## config.mk

```make
export PLATFORM = sky130hd
export DESIGN_NAME = pc_fetch_flat
export DESIGN_NICKNAME = d
export VERILOG_FILES = /design/src/rtl/pc_fetch_if.sv /design/src/rtl/pc_fetch.sv /design/src/flat_wrapper.sv
export SDC_FILE = /design/constraint.sdc
export NUM_CORES = 1
export LEC_CHECK = 0
export ABC_AREA = 0
export CORE_ASPECT_RATIO = 0.7
export CORE_MARGIN = 5
export CORE_UTILIZATION = 38
export DETAILED_ROUTE_END_ITERATION = 8
export PLACE_DENSITY = 0.83
export SYNTH_ARGS = -nofsm -noshare
export SYNTH_HDL_FRONTEND = slang
export SYNTH_SLANG_ARGS = --single-unit
```

## constraint.sdc

```tcl
create_clock -name clk -period 2.2 [get_ports clk]
set_input_delay 0.33 -clock clk [delete_from_list [all_inputs] [get_ports clk]]
set_output_delay 0.33 -clock clk [all_outputs]
set_load 0.02 [all_outputs]
```

## src/rtl/pc_fetch_if.sv

```systemverilog
// Fetch-stage bundle: next-PC input, instruction-memory port and decode handshake.
// The master modport belongs to pc_fetch and the slave modport to its environment.
interface pc_fetch_if;
   logic [31:0] npc;
   logic        imem_req;
   logic [31:0] imem_addr;
   logic        imem_ack;
   logic [31:0] imem_rdata;
   logic [31:0] pc;
   logic [31:0] inst;
   logic        inst_valid;
   logic        inst_ready;
   logic        fault;
   logic [1:0]  fault_cause;

   modport master (
      input  npc, imem_ack, imem_rdata, inst_ready,
      output imem_req, imem_addr, pc, inst, inst_valid, fault, fault_cause
   );

   modport slave (
      output npc, imem_ack, imem_rdata, inst_ready,
      input  imem_req, imem_addr, pc, inst, inst_valid, fault, fault_cause
   );
endinterface

```

## src/rtl/pc_fetch.sv

```systemverilog
// Architectural PC holder and single-outstanding instruction fetcher.
// Fetches from variable-latency imem, presents to decode, and faults on timeout or misaligned npc.
module pc_fetch #(
   parameter logic [31:0] RESET_PC = 32'h0000_3000,
   parameter int unsigned TIMEOUT  = 16,
   parameter int unsigned CNT_W    = 32
) (
   input  logic             clk,
   input  logic             rst,
   pc_fetch_if.master       bus,
   output logic [CNT_W-1:0] retired
);

   localparam int unsigned TW = $clog2(TIMEOUT + 1);
   localparam logic [TW-1:0] TMO_LAST = TW'(TIMEOUT - 1);

   typedef enum logic [1:0] {StReq, StHold, StFault} state_e;

   state_e           state_q;
   logic [31:0]      pc_q;
   logic [31:0]      inst_q;
   logic             req_q;
   logic             valid_q;
   logic             fault_q;
   logic [1:0]       cause_q;
   logic [CNT_W-1:0] ret_q;
   logic [TW-1:0]    tmo_q;

   always_ff @(posedge clk) begin
      if (rst) begin
         state_q <= StReq;
         pc_q    <= RESET_PC;
         inst_q  <= '0;
         req_q   <= 1'b0;
         valid_q <= 1'b0;
         fault_q <= 1'b0;
         cause_q <= 2'b00;
         ret_q   <= '0;
         tmo_q   <= '0;
      end else begin
         case (state_q)
            StReq: begin
               // req is low only on the first cycle out of reset
               if (!req_q) begin
                  req_q <= 1'b1;
               end else if (bus.imem_ack) begin
                  inst_q  <= bus.imem_rdata;
                  valid_q <= 1'b1;
                  req_q   <= 1'b0;
                  state_q <= StHold;
               end else if (tmo_q == TMO_LAST) begin
                  fault_q <= 1'b1;
                  cause_q <= 2'b10;
                  req_q   <= 1'b0;
                  state_q <= StFault;
               end else begin
                  tmo_q <= tmo_q + TW'(1);
               end
            end
            StHold: begin
               if (bus.inst_ready) begin
                  valid_q <= 1'b0;
                  if (|bus.npc[1:0]) begin
                     fault_q <= 1'b1;
                     cause_q <= 2'b01;
                     state_q <= StFault;
                  end else begin
                     pc_q    <= bus.npc;
                     ret_q   <= ret_q + CNT_W'(1);
                     tmo_q   <= '0;
                     req_q   <= 1'b1;
                     state_q <= StReq;
                  end
               end
            end
            StFault: begin
               req_q   <= 1'b0;
               valid_q <= 1'b0;
            end
            default: state_q <= StFault;
         endcase
      end
   end

   assign bus.imem_req    = req_q;
   assign bus.imem_addr   = pc_q;
   assign bus.pc          = pc_q;
   assign bus.inst        = inst_q;
   assign bus.inst_valid  = valid_q;
   assign bus.fault       = fault_q;
   assign bus.fault_cause = cause_q;
   assign retired         = ret_q;

endmodule

```

## src/flat_wrapper.sv

```systemverilog
// flat-port wrapper written by rule: the top's interface ports become plain ports
module pc_fetch_flat 
#(
   parameter logic [31:0] RESET_PC = 32'h0000_3000,
   parameter int unsigned TIMEOUT  = 16,
   parameter int unsigned CNT_W    = 32
)
  (clk, rst, retired, bus_npc, bus_imem_ack, bus_imem_rdata, bus_inst_ready, bus_imem_req, bus_imem_addr, bus_pc, bus_inst, bus_inst_valid, bus_fault, bus_fault_cause);
  pc_fetch_if bus_i ();
  input  logic clk;
  input  logic rst;
  output logic [CNT_W-1:0] retired;
  input wire logic [$bits(bus_i.npc)-1:0] bus_npc;
  input wire logic [$bits(bus_i.imem_ack)-1:0] bus_imem_ack;
  input wire logic [$bits(bus_i.imem_rdata)-1:0] bus_imem_rdata;
  input wire logic [$bits(bus_i.inst_ready)-1:0] bus_inst_ready;
  output wire logic [$bits(bus_i.imem_req)-1:0] bus_imem_req;
  output wire logic [$bits(bus_i.imem_addr)-1:0] bus_imem_addr;
  output wire logic [$bits(bus_i.pc)-1:0] bus_pc;
  output wire logic [$bits(bus_i.inst)-1:0] bus_inst;
  output wire logic [$bits(bus_i.inst_valid)-1:0] bus_inst_valid;
  output wire logic [$bits(bus_i.fault)-1:0] bus_fault;
  output wire logic [$bits(bus_i.fault_cause)-1:0] bus_fault_cause;
  assign bus_i.npc = bus_npc;
  assign bus_i.imem_ack = bus_imem_ack;
  assign bus_i.imem_rdata = bus_imem_rdata;
  assign bus_i.inst_ready = bus_inst_ready;
  assign bus_imem_req = bus_i.imem_req;
  assign bus_imem_addr = bus_i.imem_addr;
  assign bus_pc = bus_i.pc;
  assign bus_inst = bus_i.inst;
  assign bus_inst_valid = bus_i.inst_valid;
  assign bus_fault = bus_i.fault;
  assign bus_fault_cause = bus_i.fault_cause;
  pc_fetch #(.RESET_PC(RESET_PC), .TIMEOUT(TIMEOUT), .CNT_W(CNT_W)) u_core (.clk(clk), .rst(rst), .bus(bus_i), .retired(retired));
endmodule
```

==> flow_summary_export.csv <==
group,metric,value,unit
finish,antenna_cells,0,
drt,dr_wl_met2,6220,um
power,p_leak,2.395,nW
floorplanning,io_pins,201,
sta,layout_min_cycle_time,2085,ps
drt,vias,4638,
global_routing,grt.total_usage,18.43,%
sta,max_slew.worst_pin.slew,540.3,ps
placed_design,post-dp-hpwl,10280,um
finish,fin_nets,819,
global_routing,grt_first_pass_wirelength,21970,um
global_routing,grt-ovfl-total,0,
finish,final_area,0.007029,mm2
finish,drive_above_1_share,7.497,%
placed_design,gp_routability_congestion,0.8268,
sta,hold_violations,0,
setup_path,reg2reg_depth,6,
logic_synthesis,synth_top_area_share,46.56,%
worst_hold_path,min_from,"rst",
clock_tree,cts_inserted_buffers,9,
global_routing,grt_start_max_net_pins,52,
logic_synthesis,synth_cells,575,
power,power_per_cell_area,779.3,mW/mm2
sta,rsz0062_at_grt,"false",
clock_tree,clock_path_buffers,2,
clock_tree,clkTransAtPathRegs,70,ps
drt,wl_met3,1634,um
setup_path,cp.required,2460,ps
setup_path,reg2reg_to,"u_core.retired[26]",
worst_hold_path,holdPathStages,2,
sta,timing.final.crit_share,94.76,%
clock_tree,ctsHoldBuffers,0,
setup_path,crit_fanout,10,
logic_synthesis,ys_warn_count,0,
logic_synthesis,ys_seq_elements,108,
setup_path,cp.arrival,2350,ps
setup_path,crit_start,"u_core.state_q[1]",
setup_path,cp_slowest_stage_delay,600,ps
drt,wire_per_inst,15.22,um
clock_tree,htree_levels,3,
drt,first_pass_iters,4,
sta,holdWs,358.8,ps
setup_path,cp-start-kind,"flip-flop",
logic_synthesis,synth.distinct_cells,42,
drt,postRouteAntennaNets,0,
sta,tns,0,ps
drt,routed_wl,13760,um
finish,final_cells,904,
placed_design,port_buffers,200,
floorplanning,start_util,39.18,%
clock_tree,cts_tree,"yes",
sta,report.final.setup_viol,0,
global_routing,grt_pass1_vias,4518,
setup_path,r2r_setup_slack,120,ps
drt,drtIter0Drc,234,
logic_synthesis,synth_nets,650,
clock_tree,root_buffer,"clkbuf_16",
sta,finalMaxSlewViolations,0,
logic_synthesis,yosys.area.top_type,"dfxtp_1",
logic_synthesis,ys_top_cells_by_area,"dfxtp_1 47%, nand2_1 11%, a21oi_1 10%",
setup_path,critPathSlowestCell,"or4_4",
floorplanning,die_x,142.1,um
finish,area_growth,51.39,%
worst_hold_path,hold_class,"input port to flip-flop",
drt,drc_errors,0,
floorplanning,core-area,0.01185,mm2
floorplanning,die_area,0.01457,mm2
run_status,status,"complete, no violations",
floorplanning,rows,33,
setup_path,cp_cell_sequence,"inv_1, ha_1, nand4bb_4, or4_4, or4_1, a21oi_1",
placed_design,place_area,0.006668,mm2
finish,final_util,59.32,%
finish,layout_common_cells,"199 x clkdlybuf4s50_1, 142 x nand2_1, 108 x dfxtp_1, 93 x a21oi_1, 28 x buf_4",
finish,mostFrequentLayoutCell,"clkdlybuf4s50_1",
global_routing,antenna_found_initial,0,
sta,fmax,479.7,MHz
drt,dr.max_layer_used,"met4",
clock_tree,clock_sinks,108,
setup_path,end_kind,"flip-flop",
sta,slew_headroom,63.98,%
drt,met1_length,5779,um
run,drv_cap,0,
setup_path,r2r_start,"u_core.state_q[1]",
worst_hold_path,holdPathEnd,"u_core.bus.fault",
finish,nFillCells,1032,
power,worst_ir_drop_vdd,0.0005014,V
logic_synthesis,synth-seq-area-share,46.56,%
sta,fin_worst_skew,8.136,ps
logic_synthesis,synthesis.area,0.004643,mm2
setup_path,worstSetupPathType,"flip-flop to flip-flop",
clock_tree,clock_latency,340,ps
placed_design,placedCellCount,889,
floorplanning,fp.dieH,102.5,um
logic_synthesis,avgSynthCellArea,8.075,um2
drt,avgViaCountPerCell,5.131,
-- registers in the layout, indices dropped and copies added (netlist names) --
register	flops
u_core.bus.fault_cause	2
u_core.bus.inst	32
u_core.bus.imem_addr	32
u_core.retired	32
u_core.bus.inst_valid	1
u_core.bus.imem_req	1
u_core.bus.fault	1
u_core.tmo_q	5
u_core.state_q	2
-- per-layer routing --
metal	up-vias	track usage (%)
met1	2176	22.37
met5	-	0
li1	2276	-
met2	177	29.50
met3	9	9.261
met4	0	4.351
-- kinds of logic (layout without fill, tap and decap cells) --
| kind of cell | count (synthesis) | count (layout) | synth area share [%] |
|---|---|---|---|
| and+or+nand+nor | 237 | 237 | 24.20 |
| muxes | 5 | 5 | 1.132 |
| DFF | 108 | 108 | 46.56 |
| adders and majority gates | 7 | 7 | 1.886 |
| AOI/OAI and AO/OA | 132 | 132 | 15.85 |
| xor gates and xnor gates | 7 | 7 | 1.320 |
| buffers and inverters | 79 | 251 | 9.054 |
-- cells in the mapped netlist --
| library cell | count |
|---|---|
| a211oi_1 | 3 |
| a21bo_2 | 1 |
| a21o_1 | 1 |
| a21oi_1 | 93 |
| a22o_1 | 1 |
| a22oi_1 | 2 |
| a311oi_1 | 1 |
| and2_1 | 1 |
| and3_1 | 5 |
| and4_1 | 3 |
| and4bb_2 | 1 |
| buf_1 | 1 |
| buf_2 | 3 |
| buf_4 | 32 |
| clkbuf_1 | 34 |
| dfxtp_1 | 108 |
| ha_1 | 7 |
| inv_1 | 9 |
| mux2_2 | 2 |
| mux2i_1 | 3 |
| nand2_1 | 142 |
| nand2b_1 | 4 |
| nand3_1 | 12 |
| nand3b_1 | 3 |
| nand4_1 | 11 |
| nand4bb_1 | 1 |
| nor2_1 | 17 |
| nor2b_1 | 4 |
| nor3_1 | 1 |
| nor3b_1 | 2 |
| nor4_1 | 2 |
| o21a_1 | 1 |
| o21ai_0 | 12 |
| o2bb2ai_1 | 1 |
| o31ai_1 | 15 |
| o32ai_1 | 1 |
| or3_1 | 9 |
| or3b_2 | 2 |
| or4_1 | 16 |
| or4_4 | 1 |
| xnor2_1 | 2 |
| xor2_1 | 5 |
-- where the power goes --
group | internal [mW] | switching (mW) | total [mW]
Combinational | 0.739 | 0.860 | 1.60
Sequential | 2.12 | 0.0929 | 2.21
Clock | 0.988 | 0.680 | 1.67
Total | 3.84 | 1.63 | 5.48
-- worst max-delay path by stage --
stage                               to  slack [ps]  cells past startpoint
global route        u_core.retired[24]          20                      6
detailed placement  u_core.retired[26]        -310                      5
global placement    u_core.retired[30]        -190                      5
CTS                    u_core.tmo_q[3]          20                      8
floorplan           u_core.retired[31]          20                      8
finish              u_core.retired[26]         120                      6
-- worst max-delay path, delay by kind of cell, from the launching register on --
family / cells / cell delay, ps
adders and majority gates: 1 / 250
AOI/OAI and AO/OA: 1 / 160
buffers and inverters: 1 / 70
DFF: 1 / 320
and+or+nand+nor: 3 / 1210
-- area by class of cell --
cell class                 count  area, um2  area share [%]
multi-input combinational    388       2110           30.01
sequential                   108       2162           30.76
clock buffer                  10      229.0           3.257
tap                          157      196.4           2.795
inverter                       9      33.78          0.4806
timing repair buffer         228       2222           31.61
clock inverter                 4      76.32           1.086
-- per-stage QoR --
stage	total power, mW	setup slack (ps)
floorplan	3.133	20.68
detailed placement	3.794	-314.2
global route	5.802	22.01
CTS	5.478	17.27
global placement	3.739	-192.6
finish	5.478	115.2
-- timing repair --
action / 4_1_cts / 5_1_grt
pin swaps: 2 / 1
gates resized for setup: 3 / 5
buffers inserted: 0 / 1
setup endpoints to repair: 8 / 11
Power figures use the tool's default switching activity.
